<file path="src/rtl/music_pkg.sv">
// Shared types and widths for the song playback sequencer.
package music_pkg;

    localparam int NOTE_ADDR_W = 4;
    localparam int FREQ_W      = 32;

    typedef enum logic [2:0] {
        IDLE    = 3'd0,
        FETCH   = 3'd1,
        PLAY    = 3'd2,
        GAP     = 3'd3,
        ADVANCE = 3'd4
    } state_t;

    // Largest of three cycle counts; sizes the shared phase counter.
    function automatic int unsigned max3(input int unsigned a, input int unsigned b,
                                         input int unsigned c);
        int unsigned m;
        m = (a > b) ? a : b;
        return (m > c) ? m : c;
    endfunction

endpackage

</file>
<file path="src/rtl/tone_gen.sv">
// Square-wave generator: toggles audio_out every freq_q cycles while enabled.
// Output is forced low whenever disabled or freq_q is zero (a rest).
module tone_gen
    import music_pkg::*;
(
    input  logic              clk,
    input  logic              reset,
    input  logic              enable,
    input  logic [FREQ_W-1:0] freq_q,
    output logic              audio_out
);

    logic [FREQ_W-1:0] tone_cnt_q, tone_cnt_d;
    logic              tone_q, tone_d;
    logic              active;

    assign active = enable && (freq_q != '0);

    // Half-period counter and output phase; cleared whenever idle.
    always_comb begin
        tone_cnt_d = tone_cnt_q;
        tone_d     = tone_q;
        if (!active) begin
            tone_cnt_d = '0;
            tone_d     = 1'b0;
        end else if (tone_cnt_q == freq_q - FREQ_W'(1)) begin
            tone_cnt_d = '0;
            tone_d     = ~tone_q;
        end else begin
            tone_cnt_d = tone_cnt_q + FREQ_W'(1);
        end
    end

    // Synchronous active-low reset register stage.
    always_ff @(posedge clk) begin
        if (!reset) begin
            tone_cnt_q <= '0;
            tone_q     <= 1'b0;
        end else begin
            tone_cnt_q <= tone_cnt_d;
            tone_q     <= tone_d;
        end
    end

    assign audio_out = tone_q && active;

endmodule

</file>
<file path="src/rtl/song_player.sv">
// Playback sequencer for the 16-entry note memory: FETCH -> PLAY -> GAP -> ADVANCE
// per note, from address 0 up to the last address latched on start.
// Optional build macro SONG_PLAYER_LOOP_EN: after the last note, restart at
// address 0 instead of returning to IDLE (runs until stop).
module song_player
    import music_pkg::*;
#(
    parameter int unsigned NOTE_CYCLES  = 12500000,
    parameter int unsigned GAP_CYCLES   = 1250000,
    parameter int unsigned FETCH_CYCLES = 3
) (
    input  logic                   clk,
    input  logic                   reset,
    input  logic                   start,
    input  logic                   stop,
    input  logic [NOTE_ADDR_W-1:0] last_addr,
    input  logic [FREQ_W-1:0]      freq_in,
    output logic [NOTE_ADDR_W-1:0] note_counter,
    output logic                   ld_play,
    output logic                   next_note_en,
    output logic                   audio_out,
    output logic                   playing,
    output logic                   done
);

    localparam int unsigned MAX_C = max3(NOTE_CYCLES, GAP_CYCLES, FETCH_CYCLES);
    localparam int unsigned CNT_W = $clog2(MAX_C);

    localparam logic [CNT_W-1:0] FETCH_LAST = CNT_W'(FETCH_CYCLES - 1);
    localparam logic [CNT_W-1:0] NOTE_LAST  = CNT_W'(NOTE_CYCLES - 1);
    localparam logic [CNT_W-1:0] GAP_LAST   = CNT_W'((GAP_CYCLES == 0) ? 0 : GAP_CYCLES - 1);

    state_t                 state_q, state_d;
    logic [CNT_W-1:0]       cnt_q, cnt_d;
    logic [NOTE_ADDR_W-1:0] note_q, note_d;
    logic [NOTE_ADDR_W-1:0] last_q, last_d;
    logic [FREQ_W-1:0]      freq_q, freq_d;

    // Next-state logic; one phase counter is shared by FETCH, PLAY and GAP.
    always_comb begin
        state_d = state_q;
        cnt_d   = cnt_q;
        note_d  = note_q;
        last_d  = last_q;
        freq_d  = freq_q;
        unique case (state_q)
            IDLE: begin
                if (start && !stop) begin
                    note_d  = '0;
                    last_d  = last_addr;
                    cnt_d   = '0;
                    state_d = FETCH;
                end
            end
            FETCH: begin
                if (cnt_q == FETCH_LAST) begin
                    freq_d  = freq_in;
                    cnt_d   = '0;
                    state_d = PLAY;
                end else begin
                    cnt_d = cnt_q + CNT_W'(1);
                end
            end
            PLAY: begin
                if (cnt_q == NOTE_LAST) begin
                    cnt_d   = '0;
                    state_d = (GAP_CYCLES == 0) ? ADVANCE : GAP;
                end else begin
                    cnt_d = cnt_q + CNT_W'(1);
                end
            end
            GAP: begin
                if (cnt_q == GAP_LAST) begin
                    cnt_d   = '0;
                    state_d = ADVANCE;
                end else begin
                    cnt_d = cnt_q + CNT_W'(1);
                end
            end
            ADVANCE: begin
                cnt_d = '0;
                if (note_q == last_q) begin
                    note_d = '0;
`ifdef SONG_PLAYER_LOOP_EN
                    state_d = FETCH;
`else
                    state_d = IDLE;
`endif
                end else begin
                    note_d  = note_q + NOTE_ADDR_W'(1);
                    state_d = FETCH;
                end
            end
            default: begin
                state_d = IDLE;
                cnt_d   = '0;
                note_d  = '0;
            end
        endcase
        if (stop && state_q != IDLE) begin
            state_d = IDLE;
            cnt_d   = '0;
            note_d  = '0;
        end
    end

    // State registers with synchronous active-low reset.
    always_ff @(posedge clk) begin
        if (!reset) begin
            state_q <= IDLE;
            cnt_q   <= '0;
            note_q  <= '0;
            last_q  <= '0;
            freq_q  <= '0;
        end else begin
            state_q <= state_d;
            cnt_q   <= cnt_d;
            note_q  <= note_d;
            last_q  <= last_d;
            freq_q  <= freq_d;
        end
    end

    assign playing      = (state_q != IDLE);
    assign ld_play      = playing;
    assign next_note_en = (state_q == ADVANCE);
    assign done         = (state_q == ADVANCE) && (note_q == last_q);
    assign note_counter = note_q;

    tone_gen u_tone (
        .clk       (clk),
        .reset     (reset),
        .enable    (state_q == PLAY),
        .freq_q    (freq_q),
        .audio_out (audio_out)
    );

endmodule

</file>
<file path="config.mk">
export PLATFORM = sky130hd
export DESIGN_NAME = song_player
export DESIGN_NICKNAME = d
export VERILOG_FILES = /design/src/rtl/music_pkg.sv /design/src/rtl/tone_gen.sv /design/src/rtl/song_player.sv
export SDC_FILE = /design/constraint.sdc
export NUM_CORES = 1
export LEC_CHECK = 0
export BUFFER_PORTS_ARGS = -buffer_cell sky130_fd_sc_hd__buf_2
export CAP_MARGIN = 20
export CORE_UTILIZATION = 50
export CTS_CLUSTER_DIAMETER = 40
export DETAILED_ROUTE_END_ITERATION = 12
export PLACE_DENSITY = 0.69
export RECOVER_POWER = 50
export SLEW_MARGIN = 10
export SYNTH_ARGS = -nofsm -noshare
export SYNTH_HDL_FRONTEND = slang
export SYNTH_SLANG_ARGS = --single-unit
</file>
<file path="constraint.sdc">
create_clock -name clk -period 7.1 [get_ports clk]
set_clock_uncertainty 0.1 [all_clocks]
set_input_delay 1.065 -clock clk [delete_from_list [all_inputs] [get_ports clk]]
set_output_delay 1.065 -clock clk [all_outputs]
set_load 0.02 [all_outputs]
</file>
==> impl_metrics.json <==
{
  "run_status": "complete, but fails checks",
  "failing_checks": "max-capacitance violations, max-slew violations",
  "finish.cell_count_without_fillers": 866,
  "min_period_over_period_pct": 55.0,
  "die_h_um": 107,
  "final-hold-violation-count": 0,
  "fin_crit_period_ns": 3.91,
  "post_synth_edffs": 0,
  "tritoncts": "built",
  "vias": 4841,
  "wirelength_mm": 12.4,
  "achievable-frequency_mhz": 256,
  "synth.net_count": 737,
  "tightestPinTransition_ns": 1.51,
  "io_buffers": 48,
  "fin_nets": 771,
  "starting_drc_count_in_detailed_routing": 244,
  "area_delta_synth_final_pct": 8.71,
  "grt_max_degree": 39,
  "wl_per_cell_um": 14.3,
  "area_of_the_core_um2": 10500,
  "synthFlopType": "sky130_fd_sc_hd__dfxtp_1",
  "ys_async_sr_fraction_pct": 0,
  "cts-htree-levels": 3,
  "rsz_0062_raised_after_global_routing": "no",
  "hold_path.class": "register to register",
  "slew_viol_final": 39,
  "synth.yosys.seq_area_share_pct": 36.4,
  "route.antenna.remaining_nets": 0,
  "yosys_register_bits": 100,
  "syn_area_um2": 5500,
  "drt_pre_antenna_iters": 5,
  "power.ir.vdd_worst_v": 0.000125,
  "global_route_wire_length_before_repair_mm": 21.3,
  "crit_fanout": 9,
  "cts_setup_buffers": 0,
  "antenna_found_initial": 0,
  "tritoncts.num_buffers": 9,
  "powerDensity_nw_per_um2": 227,
  "layout.filler_cells": 999,
  "clk_transition_reported_paths_ns": 0.09,
  "arrival_time_at_the_worst_endpoint_ns": 2.74,
  "syn-instance-count": 692,
  "dpl.cell_count": 850,
  "placement.setup.worst_slack_ns": 3.48,
  "num_rows": 37,
  "cts_hold_repair.buffers": 0,
  "yosysWarningCount": 0,
  "cts_repair_resize_count": 0,
  "antenna-diode-count": 0,
  "setup_ws_ns": 3.19,
  "detailed_place_hpwl_mm": 9.18,
  "setup_total_negative_slack_ns": 0,
  "clock_sink_count": 100,
  "gr-usage-all-layers_pct": 23.2,
  "final-setup-viol-count": 0,
  "overflow": 0,
  "clk_path_buf_depth": 2,
  "power.leakage_nw": 2.11,
  "gp_congestion": 0.846,
  "syn_area_per_cell_um2": 7.95,
  "critical_path.startpoint_type": "register",
  "layout-drive-gt1-share_pct": 9.18,
  "worst_skew_pair.late_latency_ns": 0.36,
  "synthDistinctLibCells": 59,
  "r2r_slack_ns": 3.45,
  "routed_via_density": 5.59,
  "die_area_um2": 11400,
  "chipWidth_um": 107,
  "critPathRequiredTime_ns": 5.93,
  "ios": 49,
  "max_cap_viol_count": 1,
  "first_global_vias": 4644,
  "critPathCaptureType": "output pin",
  "worst-setup-path-type": "register to output pin",
  "initial_utilization_pct": 52.4,
  "drc": 0,
  "slew-limit-headroom_pct": -0.765,
  "cts_root_buf": "sky130_fd_sc_hd__clkbuf_8"
}
## through the flow
step | hold slack (ns) | area [µm²] | total power [W] | utilization [%]
6_report | 0.402 | 5980 | 0.00136 | 56.9
4_1_cts | 0.399 | 6010 | 0.00137 | 57.2
3_3_place_gp | 0.381 | 5800 | 0.00101 | 55.2
5_1_grt | 0.440 | 5980 | 0.00144 | 56.9
2_1_floorplan | 0.347 | 5500 | 0.000938 | -
3_5_place_dp | 0.379 | 5830 | 0.00102 | 55.4
## synth_stat cells (all sizes together), types with 6 or more instances
cell type,number,share of area [%]
mux2i,6,1.1
xnor2,47,7.5
o21ai,9,0.89
nor3,27,2.5
buf,6,0.73
nand4,19,2.2
a21oi,13,1.2
nand2,111,7.8
a21boi,34,4.6
dfxtp,100,36
nor4,15,2.2
nand3,25,2.3
nor2b,13,1.5
clkbuf,22,1.5
or3,7,0.80
and3,10,1.1
inv,14,0.95
xor2,42,6.7
nor2,97,6.6
## layout make-up
class | instances | area, µm² | area share (%)
well taps | 136 | 170 | 2.84
inverters | 14 | 52.6 | 0.878
multi-input cells | 550 | 3330 | 55.6
clock buffers | 14 | 183 | 3.05
clock inverters | 1 | 5.00 | 0.0836
flip-flops and latches | 100 | 2000 | 33.5
repair buffers | 51 | 244 | 4.08
## per-layer routing
metal / up-vias / global-route usage (%) / wire (µm)
li1: 2454 / - / -
met1: 2257 / 30.2 / 5860
met2: 112 / 39.1 / 5860
met3: 18 / 4.50 / 535
met4: 0 / 6.26 / 151
met5: - / 0 / 0
## state kept, by name (all words and copies together), names as in the netlist
| register | count |
|---|---|
| u_tone.tone_cnt_q | 32 |
| cnt_q | 24 |
| freq_q | 32 |
| last_q | 4 |
| note_counter | 4 |
| state_q | 3 |
| u_tone.tone_q | 1 |
## cell families (layout without fill, tap and decap cells)
group	count (synthesis)	in the layout	share of synthesized area, %
AO/OA/AOI/OAI	92	92	12.3
multiplexers	7	7	1.30
flip-flops	100	100	36.4
AND/OR/NAND/NOR	357	357	31.5
adder cells (fa/ha/maj)	5	5	1.14
buffers and inverters	42	80	3.18
XOR/XNOR	89	89	14.2
## worst max-delay path: stages (launching register included)
cell                        delay (ns)
sky130_fd_sc_hd__dfxtp_1          0.38
sky130_fd_sc_hd__inv_1            0.08
sky130_fd_sc_hd__ha_1             0.21
sky130_fd_sc_hd__nor4b_2          0.39
sky130_fd_sc_hd__nand2_2          0.23
sky130_fd_sc_hd__nor4_1           0.50
sky130_fd_sc_hd__a2111oi_0        0.20
sky130_fd_sc_hd__and2_1           0.22
sky130_fd_sc_hd__buf_2            0.16
## worst paths after layout
check | start | to | cells after the start
max | freq_q[0] | audio_out | 8
min | u_tone.tone_q | u_tone.tone_q | 2
max reg2reg | freq_q[0] | u_tone.tone_cnt_q[27] | 11
min reg2reg | u_tone.tone_q | u_tone.tone_q | 2
## cell usage in the layout (no fill, tap or decap), types with 14 or more instances in the layout
master	count
sky130_fd_sc_hd__nand3_1	25
sky130_fd_sc_hd__buf_2	39
sky130_fd_sc_hd__dfxtp_1	100
sky130_fd_sc_hd__nand4_1	19
sky130_fd_sc_hd__xnor2_1	47
sky130_fd_sc_hd__nor2_1	97
sky130_fd_sc_hd__nor3_1	27
sky130_fd_sc_hd__xor2_1	42
sky130_fd_sc_hd__nand2_1	109
sky130_fd_sc_hd__a21boi_0	33
sky130_fd_sc_hd__inv_1	14
## power breakdown
| part | switching (W) | leakage [nW] | internal (W) | total [W] |
|---|---|---|---|---|
| sequential | 0.0000265 | 0.806 | 0.000580 | 0.000606 |
| combinational | 0.000242 | 1.21 | 0.000161 | 0.000402 |
| clock | 0.000183 | 0.0986 | 0.000164 | 0.000347 |
| total | 0.000452 | 2.11 | 0.000904 | 0.00136 |
(Power assumes the default switching activity.)
